`src/rtl/conv1_input_feeder.sv`:
```
// rtl/conv1_input_feeder.sv - kernel-then-pixel sequencer feeding convolution_layer1
// Define FEEDER_KTIMEOUT_EN to bound the kernel-done wait by TIMEOUT cycles.
module conv1_input_feeder #(
    parameter int WIDTH      = 32,
    parameter int HEIGHT     = 32,
    parameter int CHANEL     = 3,
    parameter int NUM_KERNEL = 4,
    parameter int KSIZE      = 3,
    parameter int TIMEOUT    = 1024
) (
    input  logic        clk,
    input  logic        resetn,
    input  logic        start,
    input  logic        k_valid,
    input  logic [31:0] k_data,
    output logic        k_ready,
    input  logic        p_valid,
    input  logic [31:0] p_data0,
    input  logic [31:0] p_data1,
    input  logic [31:0] p_data2,
    output logic        p_ready,
    output logic        load_kernel,
    output logic [31:0] kernel,
    output logic        valid_in,
    output logic [31:0] data_in0,
    output logic [31:0] data_in1,
    output logic [31:0] data_in2,
    input  logic        load_kernel_done,
    output logic        busy,
    output logic        done,
    output logic        err
);

    localparam int KWORDS = NUM_KERNEL * CHANEL * KSIZE * KSIZE;
    localparam int NPIX   = WIDTH * HEIGHT;
    localparam int KCNT_W = $clog2(KWORDS + 1);
    localparam int PCNT_W = $clog2(NPIX + 1);

    typedef enum logic [2:0] {IDLE, KLOAD, KWAIT, STREAM, DONE} state_t;

    state_t              state;
    logic [KCNT_W-1:0]   kcnt;
    logic [PCNT_W-1:0]   pcnt;

`ifdef FEEDER_KTIMEOUT_EN
    localparam int WCNT_W = $clog2(TIMEOUT + 1);
    logic [WCNT_W-1:0]   wcnt;
`else
    logic unused_cfg;
    assign unused_cfg = (TIMEOUT == 0);
    assign err        = 1'b0;
`endif

    // Ready and status come straight from the state register, never from valids.
    assign k_ready = (state == KLOAD);
    assign p_ready = (state == STREAM);
    assign busy    = (state != IDLE);
    assign done    = (state == DONE);

    always_ff @(posedge clk) begin
        if (resetn) begin
            state       <= IDLE;
            kcnt        <= '0;
            pcnt        <= '0;
            load_kernel <= 1'b0;
            kernel      <= '0;
            valid_in    <= 1'b0;
            data_in0    <= '0;
            data_in1    <= '0;
            data_in2    <= '0;
`ifdef FEEDER_KTIMEOUT_EN
            wcnt        <= '0;
            err         <= 1'b0;
`endif
        end else begin
            load_kernel <= 1'b0;
            valid_in    <= 1'b0;
            case (state)
                IDLE: begin
                    if (start) begin
                        state <= KLOAD;
                        kcnt  <= '0;
`ifdef FEEDER_KTIMEOUT_EN
                        err   <= 1'b0;
`endif
                    end
                end
                KLOAD: begin
                    if (k_valid) begin
                        kernel      <= k_data;
                        load_kernel <= 1'b1;
                        kcnt        <= kcnt + 1'b1;
                        if (kcnt == KCNT_W'(KWORDS - 1)) begin
                            state <= KWAIT;
`ifdef FEEDER_KTIMEOUT_EN
                            wcnt  <= '0;
`endif
                        end
                    end
                end
                KWAIT: begin
                    if (load_kernel_done) begin
                        state <= STREAM;
                        pcnt  <= '0;
                    end
`ifdef FEEDER_KTIMEOUT_EN
                    else if (wcnt == WCNT_W'(TIMEOUT - 1)) begin
                        err   <= 1'b1;
                        state <= IDLE;
                    end else begin
                        wcnt <= wcnt + 1'b1;
                    end
`endif
                end
                STREAM: begin
                    if (p_valid) begin
                        data_in0 <= p_data0;
                        data_in1 <= p_data1;
                        data_in2 <= p_data2;
                        valid_in <= 1'b1;
                        pcnt     <= pcnt + 1'b1;
                        if (pcnt == PCNT_W'(NPIX - 1)) begin
                            state <= DONE;
                        end
                    end
                end
                DONE:    state <= IDLE;
                default: state <= IDLE;
            endcase
        end
    end

endmodule

```
`config.mk`:
```
export PLATFORM = sky130hd
export DESIGN_NAME = conv1_input_feeder
export DESIGN_NICKNAME = d
export VERILOG_FILES = /design/src/rtl/conv1_input_feeder.sv
export SDC_FILE = /design/constraint.sdc
export NUM_CORES = 1
export LEC_CHECK = 0
export CELL_PAD_IN_SITES_DETAIL_PLACEMENT = 0
export CELL_PAD_IN_SITES_GLOBAL_PLACEMENT = 1
export CORE_MARGIN = 3
export CORE_UTILIZATION = 25
export DETAILED_ROUTE_END_ITERATION = 8
export HOLD_SLACK_MARGIN = 0.03
export PLACE_DENSITY_LB_ADDON = 0.1
export SYNTH_ARGS = -nofsm -noshare
export SYNTH_HDL_FRONTEND = slang
export SYNTH_SLANG_ARGS = --single-unit
```
`constraint.sdc`:
```
create_clock -name clk -period 1.4 [get_ports clk]
set_clock_uncertainty 0.2 [all_clocks]
set_input_delay 0.28 -clock clk [delete_from_list [all_inputs] [get_ports clk]]
set_output_delay 0.28 -clock clk [all_outputs]
set_load 0.05 [all_outputs]
```
Word level (Yosys, flattened, before mapping)
Cells that the tools add are included.
Word-level totals
  output and inout bits: 135
  register bits: 151
  bits of input ports: 134
  logic and storage cells: 51
Cells by class
  bitwise gates (word level): 2
  equality and inequality tests: 12
  $add $sub $neg: 2
  reduce and logical (&&, ||, !) cells: 11
  muxes and demuxes: 15
Operators by type and width (count)
  two-way mux 11 bit: 2
  one-hot mux 11 bit (2 select lines): 1
  two-way mux 3 bit: 6
  two-way mux 7 bit: 2
  one-hot mux 7 bit (2 select lines): 1
  one-hot mux 3 bit (4 select lines): 1
  adder 11 x 1 -> 11 bit (second input constant): 1
  == test 11 x 10 -> 1 bit (second input constant): 1
  inequality test 2 bit (second input constant): 4
  adder 7 x 1 -> 7 bit (second input constant): 1
  == test 7 bit (second input constant): 1
  == test 3 x 2 -> 1 bit (second input constant): 2
  AND reduction 3 bit: 2
  AND reduction 6 bit: 1
  inequality test 2 x 1 -> 1 bit (second input constant): 2
  AND reduction 2 bit: 2
  nonzero test 2 bit: 2
  OR reduction 2 bit: 2
  == test 3 x 1 -> 1 bit (second input constant): 1
  == test 3 bit (second input constant): 1
  logical NOT 3 bit: 1
  nonzero test 3 bit: 1
  two-way mux 1 bit: 2
  inverter 1 bit: 2

Longest topological paths before layout
Gate-level depths: netlist of the first run.
  word-level depth: 4
  mapped depth: 6

Least setup slack after synthesis of the first run
Ideal clock, no wire load.
  kind: register to output
  from: reg state[2]
  to: out done
  cell stages (with the launch flop): 3
  arrival: 1.713 ns
  path slack: -0.793 ns
  path buffers: 1
  data required time: 0.920 ns
  cells stage by stage: dfxtp_1 > buf_2 > nor3b_1
On the way
  cells in the longest elaborated chain, start to end: 1
Ends and longest elaborated chain
  start, declared: line 41  | state_t state;
  start signal, assigned: line 62  | state <= IDLE;
  start signal, assigned: line 81  | state <= KLOAD;
  start signal, assigned: line 94  | state <= KWAIT;
  == test 3 bit: line 58  | assign done = (state == DONE);
  end, declared: line 30  | output logic done,
Every way passes these cells.

Worst setup path after layout of the first run
  from: reg state[2]
  to: reg data_in1[27]
On the way
  cells in the longest elaborated chain, start to end: 2
Ends and longest elaborated chain
  == test 3 x 2 -> 1 bit: line 78  | case (state)
  AND reduction 2 bit (no line)
  end signal, assigned: line 118  | data_in1 <= p_data1;
  end, declared: line 26  | output logic [31:0] data_in1,
Every way passes these cells.
A chain may end at the register's enable or synchronous reset.

==> flow_summary.json, run 1 <==
{
  "gp_congestion": 0.7298,
  "multi_input_area_sq_um": 3129,
  "syn_nets": 828,
  "postRouteAntennaNets": 0,
  "setup-tns-final_ns": -50.49,
  "grt_first_pass_wirelength_um": 33470,
  "synth_common_cells": "nand2_1 (269), dfxtp_1 (151), a21oi_1 (132)",
  "grt-ovfl-total": 0,
  "place_area_sq_um": 10210,
  "drive_gt1_share_pct": 55.29,
  "seqCellArea_sq_um": 3221,
  "crit_type": "reg2reg",
  "die_h_um": 154.7,
  "crit_arrival_ns": 2.03,
  "area_growth_syn_to_layout_pct": 132.6,
  "grt_use_total_pct": 17.91,
  "failed_checks": "setup timing",
  "cts_max_level": 4,
  "synth_top_area_cell": "dfxtp_1",
  "clkSinkCount": 151,
  "netlist.area_leader.share_pct": 54.66,
  "cts_tree": "built",
  "drt_drc_violations_left": 0,
  "synth_edf_count": 0,
  "initialDrtViolationCount": 224,
  "synth.most_common_cell": "nand2_1",
  "fin_ws_ns": -0.4853,
  "fp.coreArea_sq_um": 21350,
  "post-route-period-util_pct": 134.7,
  "synth_area_leaders": "dfxtp_1 (55%), nand2_1 (18%), a21oi_1 (12%)",
  "hp-class": "in2reg",
  "end_kind": "flip-flop",
  "num_antenna_cells": 0,
  "leakagePower_uw": 0.004962,
  "status": "finished, violations left",
  "worstRegToRegCells": 9,
  "portBuffers": 267,
  "num_rows": 53,
  "layout.nets": 1172,
  "rsz0062_at_grt": "true",
  "syn_area_sq_um": 5530,
  "io_pins": 269,
  "ys_types": 41,
  "start_kind": "flip-flop",
  "fillers": 1791,
  "async_flop_share_pct": 0,
  "final_cell_area_sq_um": 12860,
  "die_w_um": 154.7,
  "critical_path.startpoint": "state[2]",
  "ctsLongestPathBuffers": 2,
  "r2r_slack_ns": -0.49,
  "synth_cells": 692,
  "ys_seq_area_share_pct": 54.66,
  "numCtsBuffers": 17,
  "stdcell_count": 1324,
  "grt_pass1_vias": 5655,
  "root_buffer": "clkbuf_16",
  "ir_worst_vdd_uv": 788.3,
  "clk-insertion-delay-late_ns": 0.41,
  "finalCriticalPeriod_ns": 1.885,
  "pwr_density_cell_nw_per_um2": 811.9,
  "firstDrtPassIters": 6,
  "r2r-start": "state[2]",
  "vias": 6030,
  "hold_viol": 0,
  "die_area_sq_um": 23940,
  "rr_endpoint": "data_in1[27]",
  "clk_pin_slew_ns": 0.07,
  "cp.required_ns": 1.54,
  "numPlacedInstances": 1232,
  "avgSynthCellArea_sq_um": 7.992,
  "synth-warning-count": 0,
  "dp_hpwl_um": 13630,
  "start_util_pct": 25.90,
  "antenna_found_initial": 0,
  "ys_ff_latch": 151,
  "worstSetupEndpoint": "data_in1[27]",
  "cap_violations": 0,
  "fmax_mhz": 530.4,
  "via_per_inst": 4.554,
  "wl_per_cell_um": 17.25,
  "synthFlopType": "dfxtp_1",
  "crit_fanout": 8,
  "setup_viol": 157,
  "grt_max_degree": 37,
  "slew_viol_final": 0,
  "routed_wl_um": 22840
}
power by group:
part | switching [uW] | internal (uW) | leakage (uW)
logic | 505 | 693 | 0.00338
clock network | 1950 | 2930 | 0.000294
registers | 43.4 | 4320 | 0.00129
logic make-up after synthesis:
| logic type | Yosys count | synth area share [%] |
|---|---|---|
| AO/OA/AOI/OAI | 147 | 13.98 |
| XOR/XNOR | 8 | 1.267 |
| flip-flops | 151 | 54.66 |
| adder cells (fa/ha/maj) | 2 | 0.4524 |
| multiplexers | 2 | 0.4072 |
| other | 1 | 0.06781 |
| AND/OR/NAND/NOR | 329 | 24.86 |
| buffers and inverters | 52 | 4.299 |
per-stage QoR:
stage / worst slack, ns / hold WS [ns] / util, % / total power [uW]
5_1_grt: -0.5396 / 0.1878 / 60.25 / 10820
2_1_floorplan: -0.3414 / 0.2160 / - / 4800
3_5_place_dp: -0.5737 / 0.2807 / 47.80 / 5478
4_1_cts: -0.5277 / 0.1735 / 55.82 / 10510
3_3_place_gp: -0.5775 / 0.2769 / 47.80 / 5477
6_report: -0.4853 / 0.1972 / 60.25 / 10440
what timing repair did:
action / 4_1_cts / 5_1_grt
setup buffers: 25 / 18
pin swaps: 18 / 67
hold endpoints to repair: 3 / 0
setup endpoints to repair: 282 / 285
resized for setup: 104 / 314
cloned: 20 / 2
hold buffers: 1 / 0
state kept, by name, indices dropped and copies added, names as in the netlist:
name         cells
state            3
data_in0        32
data_in1        32
pcnt            11
load_kernel      1
valid_in         1
data_in2        32
kcnt             7
kernel          32
area by class of cell:
cell class | count | share of cell area, %
Sequential cell | 151 | 25.03
Multi-Input combinational cell | 490 | 24.32
Inverter | 3 | 0.08753
Tap cell | 275 | 2.675
Clock inverter | 12 | 1.284
Clock buffer | 20 | 3.550
Timing Repair Buffer | 373 | 43.05
cells in the final DEF (no fill, tap or decap), types with 2 or more instances in the layout:
cell type / netlist / routed
dfxtp_1: 151 / 17
o31ai_1: 3 / 3
inv_1: 3 / 3
a21oi_2: 0 / 76
clkdlybuf4s50_1: 0 / 131
nor2_4: 0 / 4
clkbuf_16: 0 / 19
nand2_2: 0 / 26
mux2_4: 0 / 2
nor4_4: 0 / 4
bufinv_16: 0 / 3
clkinvlp_4: 0 / 3
xnor2_1: 2 / 2
o21ai_0: 3 / 2
buf_16: 0 / 18
nand3_1: 4 / 3
or3_4: 0 / 3
xor2_1: 6 / 6
nor3b_2: 1 / 3
nor2_1: 23 / 19
nand2_1: 269 / 200
a22oi_1: 2 / 2
buf_4: 3 / 45
dfxtp_2: 0 / 122
inv_6: 0 / 4
buf_12: 0 / 152
buf_6: 0 / 17
nand2_4: 0 / 42
a31oi_1: 2 / 2
nand4b_1: 3 / 3
clkinv_4: 0 / 2
buf_8: 0 / 6
dfxtp_4: 0 / 12
clkbuf_8: 0 / 2
nand4_1: 5 / 5
a21oi_1: 132 / 56
worst max-delay path, stage by stage, from the launching register on:
cell	delay (ns)
dfxtp_2	0.33
buf_4	0.13
buf_6	0.11
and4b_4	0.35
buf_12	0.14
buf_8	0.11
buf_12	0.11
buf_16	0.15
nand2_2	0.07
a21oi_2	0.11
layer usage:
metal / vias up / routed length, um / track usage [%]
met5: - / 0 / 0
met4: 0 / 350 / 5.509
met3: 23 / 1648 / 6.100
met2: 194 / 11250 / 29.64
met1: 2833 / 9586 / 22.04
li1: 2980 / - / -
how the worst min path moves through the flow:
stage                            from           end  slack, ns  cells past startpoint
final                      p_data1[0]   data_in1[0]       0.20                      3
after detailed placement   kernel[26]    kernel[26]       0.28                      2
after CTS                 p_data0[22]  data_in0[22]       0.17                      3
after floorplan            k_data[22]    kernel[22]       0.22                      2
after global routing      p_data0[20]  data_in0[20]       0.19                      3
after global placement     kernel[28]    kernel[28]       0.28                      2
Power figures use the tool's default switching activity.
==> inputs of run 2 (changes only) <==
CORE_UTILIZATION = 26   (was 25)
CTS_BUF_LIST = sky130_fd_sc_hd__clkbuf_4   (was not set)
==> flow_summary.json, run 2 (synthesis results as in run 1) <==
{
  "wl_per_cell_um": 17.86,
  "drt_drc_violations_left": 0,
  "crit_type": "reg2out",
  "finish.utilization_pct": 67.85,
  "vias": 6581,
  "slew_viol_final": 0,
  "failed_checks": "setup timing",
  "final_common_cell": "buf_12",
  "p_int_uw": 5922,
  "wl_met3_um": 1671,
  "clkSinkCount": 151,
  "wl_met1_um": 9934,
  "post-route-period-util_pct": 143.9,
  "cp.required_ns": 0.92,
  "final_cell_mix": "buf_12 (153), clkdlybuf4s50_1 (132), nand2_1 (130)",
  "fmax_mhz": 496.4,
  "start_util_pct": 26.90,
  "fin_ws_ns": -0.6145,
  "area_growth_syn_to_layout_pct": 152.2,
  "crit_fanout": 5,
  "ir_worst_vdd_uv": 368.0,
  "seq_power_share_pct": 52.5,
  "firstDrtPassIters": 4,
  "switching_share_pct": 28.74,
  "dp_hpwl_um": 14410,
  "die_area_sq_um": 23060,
  "leakagePower_uw": 0.005632,
  "comb_power_share_pct": 18.6,
  "grt_max_degree": 62,
  "top_layer": "met4",
  "met2RoutedLength_um": 13180,
  "start_kind": "flip-flop",
  "io_pins": 269,
  "ctsLongestPathBuffers": 2,
  "grt-ovfl-total": 0,
  "place_area_sq_um": 10120,
  "cap_violations": 0,
  "routed_wl_um": 25200,
  "p_clk_share_pct": 28.8,
  "via_per_inst": 4.664,
  "hold_depth": 3,
  "finalHoldWorstSlack_ns": 0.09052,
  "end_kind": "primary output",
  "clk_pin_slew_ns": 0.14,
  "grt_pass1_vias": 6699,
  "root_buffer": "clkbuf_4",
  "worstRegToRegCells": 8,
  "antenna_found_initial": 1,
  "layout.nets": 1263,
  "fillers": 1545,
  "setup-tns-final_ns": -62.93,
  "final_cell_area_sq_um": 13950,
  "gp_congestion": 0.7899,
  "fp.coreArea_sq_um": 20560,
  "initialDrtViolationCount": 179,
  "num_rows": 52,
  "numCtsBuffers": 17,
  "r2r_slack_ns": -0.36,
  "cts_tree": "built",
  "crit_arrival_ns": 1.53,
  "seqCellArea_sq_um": 3233,
  "rsz0062_at_grt": "true",
  "p_switching_uw": 2388,
  "portBuffers": 267,
  "finalCriticalPeriod_ns": 2.015,
  "multi_input_area_sq_um": 3781,
  "hp-class": "in2reg",
  "setup_viol": 285,
  "pwr_density_cell_nw_per_um2": 595.7,
  "status": "finished, violations left",
  "hold_viol": 0,
  "clk-insertion-delay-late_ns": 0.54,
  "grt_use_total_pct": 19.62,
  "cts_max_level": 4,
  "die_h_um": 151.8,
  "die_w_um": 151.8,
  "drive_gt1_share_pct": 61.93,
  "grt_first_pass_wirelength_um": 36490,
  "postRouteAntennaNets": 0
}
==> run 2: stage by stage <==
step | cells | total power, uW | setup WS (ns)
after detailed placement | 1225 | 5459 | -0.6229
after floorplan | 692 | 4800 | -0.3414
after CTS | 1388 | 8249 | -0.6799
after global routing | 1411 | 8641 | -0.6924
after global placement | 1225 | 5448 | -0.5858
final | 1411 | 8310 | -0.6145
==> run 2: cell type report <==
| type | count | share of cell area [%] |
|---|---|---|
| inverters | 3 | 0.08072 |
| clock inverters | 14 | 0.7265 |
| clock buffers | 18 | 0.9687 |
| multi-input cells | 489 | 27.11 |
| flip-flops and latches | 151 | 23.18 |
| repair buffers | 465 | 45.50 |
| diodes | 1 | 0.01794 |
| well taps | 270 | 2.422 |
==> run 2: worst max-delay path, cell delays in order, from the launching register on <==
cell and delay, ns:
dfxtp_4 0.36, buf_6 0.12, or3_4 0.36, buf_12 0.16
==> run 2: power by group through the flow <==
| stage | sequential [uW] | combinational (uW) | clock [uW] |
|---|---|---|---|
| floorplan | 4590 | 208 | 0 |
| global placement | 4480 | 964 | 0 |
| detailed placement | 4490 | 973 | 0 |
| CTS | 4380 | 1370 | 2500 |
| global route | 4370 | 1620 | 2650 |
| finish | 4360 | 1550 | 2400 |
==> run 2: final timing paths <==
| path | end | from |
|---|---|---|
| worst min register to register | data_in1[25] | data_in1[25] |
| worst min-delay path | data_in1[8] | p_data1[8] |
| worst max register to register | data_in0[31] | state[1] |
| worst max-delay path | busy | state[2] |
==> run 2: what timing repair did <==
action	4_1_cts	5_1_grt
hold endpoints to repair	97	0
buffers inserted	28	29
gates cloned	18	6
pin swaps	34	199
gates resized for setup	237	378
hold buffers	85	0
setup endpoints to repair	284	284
==> run 2: layer usage <==
metal / vias to the layer above / track usage, %
met1: 3176 / 23.11
li1: 3160 / -
met5: - / 0
met4: 0 / 5.351
met2: 222 / 34.00
met3: 23 / 6.854
